<file path="config.mk">
export PLATFORM = sky130hd
export DESIGN_NAME = ysyx_2022040010_shift_seq
export DESIGN_NICKNAME = d
export VERILOG_FILES = /design/src/rtl/ysyx_2022040010_shift_seq.sv
export SDC_FILE = /design/constraint.sdc
export NUM_CORES = 1
export LEC_CHECK = 0
export CORE_MARGIN = 2
export CORE_UTILIZATION = 35
export DETAILED_ROUTE_END_ITERATION = 16
export PLACE_DENSITY_LB_ADDON = 0.15
export SETUP_SLACK_MARGIN = 0.05
export SYNTH_ARGS = -nofsm -noshare
export SYNTH_HDL_FRONTEND = slang
export SYNTH_SLANG_ARGS = --single-unit
</file>
<file path="constraint.sdc">
create_clock -name clk -period 4.25 [get_ports clk]
set_clock_uncertainty 0.2 [all_clocks]
set_input_delay 0.85 -clock clk [delete_from_list [all_inputs] [get_ports clk]]
set_output_delay 0.85 -clock clk [all_outputs]
set_load 0.01 [all_outputs]
</file>
<file path="src/rtl/ysyx_2022040010_shift_seq.sv">
// Iterative RV64 shift unit: walks a STEP-bit shifter over several cycles instead of a
// full barrel shifter. One op in flight, valid/ready on both request and result sides.
module ysyx_2022040010_shift_seq #(
   parameter int STEP = 8
) (
   input  logic        clk,
   input  logic        rst_n,
   input  logic        flush,
   input  logic        in_valid,
   output logic        in_ready,
   input  logic [63:0] shift_operand,
   input  logic [63:0] shift_amount,
   input  logic [2:0]  shift_op,
   input  logic        alu_32,
   output logic        out_valid,
   input  logic        out_ready,
   output logic [63:0] shift_result,
   output logic        busy
);

   localparam logic [6:0] STEP_W = 7'(STEP);

   typedef enum logic [1:0] {ST_IDLE, ST_RUN, ST_DONE} state_t;
   typedef enum logic [1:0] {K_NONE, K_SLL, K_SRL, K_SRA} kind_t;

   state_t      r_state;
   kind_t       r_kind;
   logic        r_w32;
   logic [63:0] r_work;
   logic [63:0] r_result;
   logic [6:0]  r_count;

   kind_t       w_kind;
   logic [6:0]  w_amt;
   logic [63:0] w_src;
   logic [6:0]  w_step;
   logic [6:0]  w_left;
   logic [63:0] w_next;
   logic        w_unused_amt;

   // Only the low 5/6 amount bits are architecturally meaningful.
   assign w_unused_amt = ^shift_amount[63:6];

   always_comb begin
      w_kind = K_NONE;
      if (shift_op[2])      w_kind = K_SLL;
      else if (shift_op[1]) w_kind = K_SRL;
      else if (shift_op[0]) w_kind = K_SRA;
   end

   assign w_amt = alu_32 ? {2'b00, shift_amount[4:0]} : {1'b0, shift_amount[5:0]};

   always_comb begin
      w_src = shift_operand;
      if (alu_32) begin
         if (w_kind == K_SRA) w_src = {{32{shift_operand[31]}}, shift_operand[31:0]};
         else                 w_src = {32'b0, shift_operand[31:0]};
      end
   end

   // One RUN step moves at most STEP positions.
   always_comb begin
      w_step = (r_count < STEP_W) ? r_count : STEP_W;
      w_left = r_count - w_step;
      case (r_kind)
         K_SLL:   w_next = r_work << w_step;
         K_SRL:   w_next = r_work >> w_step;
         K_SRA:   w_next = 64'($signed(r_work) >>> w_step);
         default: w_next = r_work;
      endcase
   end

   function automatic logic [63:0] f_result(input logic [63:0] work, input logic w32,
                                            input kind_t kind);
      if (w32)                 return {{32{work[31]}}, work[31:0]};
      else if (kind == K_NONE) return 64'b0;
      else                     return work;
   endfunction

   // NOTE: sequential state uses non-blocking assignments so every register samples
   // pre-edge values; blocking here would create order-dependent simulation races.
   always_ff @(posedge clk or negedge rst_n) begin
      if (!rst_n) begin
         r_state  <= ST_IDLE;
         r_kind   <= K_NONE;
         r_w32    <= 1'b0;
         r_work   <= 64'b0;
         r_result <= 64'b0;
         r_count  <= 7'b0;
      end else if (flush) begin
         r_state <= ST_IDLE;
      end else begin
         case (r_state)
            ST_IDLE: begin
               if (in_valid) begin
                  r_work  <= w_src;
                  r_count <= w_amt;
                  r_kind  <= w_kind;
                  r_w32   <= alu_32;
                  if (w_amt == 7'd0 || w_kind == K_NONE) begin
                     r_state  <= ST_DONE;
                     r_result <= f_result(w_src, alu_32, w_kind);
                  end else begin
                     r_state <= ST_RUN;
                  end
               end
            end
            ST_RUN: begin
               r_work  <= w_next;
               r_count <= w_left;
               if (w_left == 7'd0) begin
                  r_state  <= ST_DONE;
                  r_result <= f_result(w_next, r_w32, r_kind);
               end
            end
            ST_DONE: begin
               if (out_ready) r_state <= ST_IDLE;
            end
            default: r_state <= ST_IDLE;
         endcase
      end
   end

   assign in_ready     = (r_state == ST_IDLE);
   assign out_valid    = (r_state == ST_DONE);
   assign busy         = (r_state != ST_IDLE);
   assign shift_result = r_result;

endmodule

</file>
# == After elaboration in Yosys (flattened, before gate mapping) ==
# Index checks and enable logic that the tools add are counted.
# W data, S select, Z words.
# word_totals
word_cells,62
in_bits,137
output_inout_bits,67
register_bits,140
# op_classes
bitwise,1
muxes,26
shifts,3
n_reduce_logical,12
n_lt_le_gt_ge,1
addsub,1
eq_ne,12
# op_table
cell,n
$mux W64,10
$pmux W64 S2,2
$pmux W64 S3,1
$shl A64 B7 Y64,1
$shr A64 B7 Y64,1
$sshr A64 B7 Y64,1
$mux W2,8
$logic_not A7 Y1,2
$mux W7,2
$pmux W7 S2,1
$reduce_and A3 Y1,3
$eq A2 B2 Y1 const B,4
$lt A7 B4 Y1 const B,1
$sub A7 B7 Y7,1
$logic_not A2 Y1,3
$mux W6,1
$ne A3 B3 Y1 const B,2
$pmux W2 S3,1
$reduce_and A5 Y1,1
$eq A2 B1 Y1 const B,2
$ne A2 B2 Y1 const B,2
$reduce_bool A2 Y1,2
$ne A3 B2 Y1 const B,1
$ne A2 B1 Y1 const B,1
other kinds (2),2

# == Depth between registers and ports, before layout ==
# Gate-level depths: netlist of the first run.
# depth
ltp_word,11
ltp_mapped,19
mapped_depth_nobuf,10

# == Worst setup path before layout of the first run ==
# Ideal clock, no wire load.
# synth_path
path_kind,flip-flop to flip-flop
start,register r_count[4]
end,"register r_result[4], in the netlist shift_result[4]"
setup_time_ns,0.133
path_stages_with_launch,19
required_ns,3.917
synth_period_minus_slack_ns,4.037
path_buffers,8
slack_ns,0.213
t_arrival_ns,3.704
cell_sequence,dfrtp_1 -> buf_6 -> or4_1 -> buf_2 -> buf_2 -> buf_6 -> clkbuf_1 -> buf_1 -> nand2_1 -> ha_1 -> a21oi_1 -> o221ai_1 -> o21ai_1 -> and3_1 -> clkbuf_1 -> clkbuf_1 -> nand2_1 -> a2111oi_0 -> nor2_1
# synth_between
elab_chain_len,8
elab_cells_between_ends,14
classes_between,1 x add/sub; 1 x order compare; 1 x eq/ne; 3 x shift; 6 x mux; 2 x reduce/logical
# synth_lines
element,line,source
start: declaration,31,logic [6:0] r_count;
start signal: assignment,97,r_count <= w_amt;
start signal: assignment,110,r_count <= w_left;
$lt A7 B4 Y1,63,w_step = (r_count < STEP_W) ? r_count : STEP_W;
$mux W7,63,
"$sshr A64 B7 Y64, or another cell as far along",68,K_SRA: w_next = 64'($signed(r_work) >>> w_step);
$pmux W64 S3,65,case (r_kind)
$mux W64,76,else if (kind == K_NONE) return 64'b0;
$mux W64,75,"if (w32) return {{32{work[31]}}, work[31:0]};"
$mux W64,111,if (w_left == 7'd0) begin
$pmux W64 S2,93,case (r_state)
end signal: assignment,102,"r_result <= f_result(w_src, alu_32, w_kind);"
end signal: assignment,113,"r_result <= f_result(w_next, r_w32, r_kind);"
end: declaration,30,logic [63:0] r_result;
# Several ways; a longest one is shown, not always the timed one. The select of a mux whose other input is x is not followed.
# A chain may end at the register's enable or synchronous reset.

# == Worst setup path in the final report of the first run ==
# layout_path
start,register r_count[3]
end,"register r_result[55], in the netlist shift_result[55]"
# Same word-level chain as after synthesis.

==> results of run 1 <==
[state kept, by name, indices dropped and copies added (netlist names)]
name          flops
r_count           7
r_w32             1
r_kind            2
r_work           64
shift_result     64
r_state           2
[cell type report]
class                   count  area share
clock inverters            12    0.009857
well taps                 511     0.03935
inverters                  26    0.006006
flip-flops and latches    140      0.2157
diodes                      1   0.0001540
repair buffers            261      0.1469
clock buffers              20     0.02811
multi-input cells        1453      0.5540
[what timing repair did]
item,4_1_cts,5_1_grt
resized for setup,0,1
setup buffers,0,0
hold endpoints to repair,0,0
endpoints found under the setup margin,0,1
hold buffers,0,0
[routing by layer]
| metal | vias to the layer above | GRT usage | share of wire |
|---|---|---|---|
| met2 | 1230 | 0.5094 | 0.40 |
| met3 | 180 | 0.1006 | 0.13 |
| met5 | - | 0 | 0.00044 |
| li1 | 7290 | - | - |
| met1 | 8442 | 0.5716 | 0.44 |
| met4 | 6 | 0.1199 | 0.030 |
[final timing paths]
path / from / endpoint / depth (start not counted)
hold reg to reg: shift_result[26]$_DFFE_PN0P_ / shift_result[26]$_DFFE_PN0P_ / 2
max in group asynchronous: rst_n / r_work[26]$_DFFE_PN0P_ / 2
hold / removal: rst_n / shift_result[59]$_DFFE_PN0P_ / 1
min in group clk: shift_result[26]$_DFFE_PN0P_ / shift_result[26]$_DFFE_PN0P_ / 2
setup reg to reg: r_count[3]$_DFFE_PN0P_ / shift_result[55]$_DFFE_PN0P_ / 9
setup / recovery: r_count[3]$_DFFE_PN0P_ / shift_result[55]$_DFFE_PN0P_ / 9
[where the power goes]
group          internal (mW)  total, mW  switching, mW  leakage [nW]
Clock                  0.962       1.67          0.706         0.307
Combinational           2.71       7.40           4.68          3.80
Sequential              1.87       2.88           1.00          1.68
Total                   5.55       11.9           6.39          5.79
[stage by stage]
step	utilization	power, mW	setup slack (ns)	hold slack [ns]	cells
after floorplan	-	6.568	0.2128	0.2948	1820
after global placement	0.4148	9.896	0.3600	0.2653	2391
after detailed placement	0.4148	9.871	0.3418	0.2700	2391
after CTS	0.4311	11.59	0.2620	0.2301	2423
after global routing	0.4313	12.40	0.1290	0.2590	2423
final	0.4314	11.94	0.2997	0.2106	2424
[cell usage in the layout, fill, tap and decap left out, drive strengths merged, types with 29 or more instances in the layout]
cell	n
a211oi	54
a21oi	225
buf	117
clkdlybuf4s50	144
dfrtp	140
inv	29
nand2	120
nand3	32
nor2	165
nor3	177
o21ai	137
o221ai	31
o22ai	70
o32ai	42
[worst max-delay path, stage by stage (launching register included)]
cell and delay, ns:
sky130_fd_sc_hd__dfrtp_1 0.37, sky130_fd_sc_hd__buf_4 0.21, sky130_fd_sc_hd__nor4_4 0.46, sky130_fd_sc_hd__buf_12 0.35, sky130_fd_sc_hd__a21oi_1 0.18, sky130_fd_sc_hd__or2_2 0.38, sky130_fd_sc_hd__mux2_2 0.27, sky130_fd_sc_hd__o211ai_1 0.65
sky130_fd_sc_hd__nor3_4 0.22, sky130_fd_sc_hd__a2111oi_0 0.45
[cell families after synthesis]
| kind of cell | after synthesis | share of synthesized area |
|---|---|---|
| compound gates | 820 | 0.4071 |
| simple gates | 578 | 0.2034 |
| buf+inv | 227 | 0.06948 |
| flops | 140 | 0.2618 |
| mux | 52 | 0.05629 |
| fa+ha+maj | 1 | 0.0009350 |
| other cells | 1 | 0.0002803 |
| xor+xnor | 1 | 0.0006547 |
==> flow_results.org, run 1 <==
** Outcome
- The run finished with clean final reports.

** Detailed routing
- Number of nets with antenna violations after detailed routing :: 0
- DR DRC count :: 0
- For this block, the initial DRC count from the detailed router was approximately 2700.
- The final route contains 17150 vias.
- Detailed-route wire length per cell :: 31.02 um
- Total wirelength of the detailed-routed design :: 75190 um
- In the routed layout, each cell is associated on average with a via count of 7.074.
- The first TritonRoute pass finished after 8 iterations.

** Timing
- Derived from the worst setup path, the maximum achievable clock frequency is 253.1 MHz.
- The count of endpoints failing hold in the final timing report is 0.
- The number of pins exceeding their max-slew limit in the final report came to 0.
- Setup repair after global routing left no endpoint under its margin.
- Number of endpoints failing setup at the final stage :: 0
- Transition at the pin with the smallest max-transition slack :: 0.9117 ns
- For the final routed database, the setup TNS stands at 0 ns.
- After layout, the minimum clock period comes to 3.950 ns.
- In the finished design, the share of the clock period the worst path needs comes to 0.9295.
- The worst pin sits at a relative slew slack of 0.3858.

** Layout
- Combined flip-flop and latch cell area :: 3505 um2
- Summing all non-filler instances in the final layout gives an area of 16250 um2.
- Area taken by multi-input logic gates :: 9001 um2
- Count of fill cells added during filler insertion :: 3941
- Relative area change from synthesis to final layout :: 21.43%
- The final layout contains 2037 nets.
- Of the cells placed in the final design, the portion with a size suffix greater than 1 is 0.1161.

** Logic synthesis
- The cell count after synthesis came out at about 1800.
- In this run, synthesis inferred 0 flip-flops with an integrated enable.
- By area the synthesized netlist is led by sky130_fd_sc_hd__dfrtp_1 26%, sky130_fd_sc_hd__a21oi_1 8.4%, sky130_fd_sc_hd__nor3_1 6.5%.
- Async S/R FF share, synth :: 1.000
- Counting instances in the post-synthesis netlist gives the leading cell types as 225 x sky130_fd_sc_hd__a21oi_1, 175 x sky130_fd_sc_hd__nor3_1, 161 x sky130_fd_sc_hd__nor2_1.
- For this run, the number of Yosys warnings is 0.
- Fraction of the yosys area taken by sequential cells :: 0.2618
- Counting every net in the synthesized netlist gives 1958.
- The share of synthesized area in the top cell type comes to 0.2618.
- For this run, the leading register cell type out of synthesis is sky130_fd_sc_hd__dfrtp_1.
- The cell area that synthesis handed to floorplanning was 13380 um2.
- Library cell with the highest instance count after synthesis :: sky130_fd_sc_hd__a21oi_1
- Synth area leader :: sky130_fd_sc_hd__dfrtp_1
- After synthesis the netlist holds a flip-flop and latch count of 140.
- Post-synth cell types :: 79
- Post-Synthesis Mean Instance Area :: roughly 7.4 um2

** Pwr
- VDD IR max :: 0.3615 mV
- Total power density per cell area :: around 730 nW/um2
- Static power due to leakage :: 5.790 nW

** Global routing
- Antenna violations before repair :: 5
- Overflow after GRT :: 0
- Entering global routing, the biggest net connects 87 pins.
- Number of global-route vias before repair :: roughly 16000
- For this run, the total global-route usage over all layers was measured as 0.3774.
- Wire length of the first global-routing pass :: 110500 um

** Floorplan
- Initial cell density of the core :: 0.3552
- The core region is 37670 um2.
- Y dimension of the die :: 199.5 um
- From left edge to right edge, the die measures ~200 um.
- 204 I/O pins were placed.
- The die covers 39810 um2.
- Standard-cell row count :: 71

** Worst setup path
- Across all register-to-register paths, the minimum setup slack is 0.30 ns.
- Critical path data required time :: 4.36 ns
- The worst setup path is launched from a register.
- Critical path type :: register to register
- Critical path capture point type :: register
- Maximum fanout along the worst path :: 71
- CP Data Arrival Time :: 4.06 ns

** Clock tree
- H-tree Lvls :: 4
- The clock net in this run drives a total of 140 sinks.
- TritonCTS clock tree :: built
- The clock passes through at most 2 buffers.
- Master cell of the clock root buffer :: sky130_fd_sc_hd__clkbuf_16
- Clock-pin slew was measured on the worst setup and hold paths at 0.07 ns.
- TritonCTS created 17 clock buffers.
- Insertion delay to the later sink of the worst-skew pair :: ~0.46 ns

** Place
- HPWL after detailed placement :: ~54000 um
- IO buf count :: 145
- GPL Wtd Cong :: approximately 0.99
- Placed Area :: around 16000 um2

** Worst hold path
- The path class of the tightest hold or removal check is input pin to asynchronous set/reset pin.

** Job
- Number of maximum-capacitance violations :: 0
Note: power is estimated with default switching activity, not from simulation.
==> inputs of run 2 (changes only) <==
--- a/config.mk
+++ b/config.mk
@@ -7,6 +7,7 @@
 export LEC_CHECK = 0
 export CORE_MARGIN = 2
 export CORE_UTILIZATION = 35
+export CTS_CLUSTER_DIAMETER = 200
 export DETAILED_ROUTE_END_ITERATION = 16
 export PLACE_DENSITY_LB_ADDON = 0.15
 export SETUP_SLACK_MARGIN = 0.05
==> results of run 2 <==
No change in the layout: final DEF, timing and power equal those of run 1.
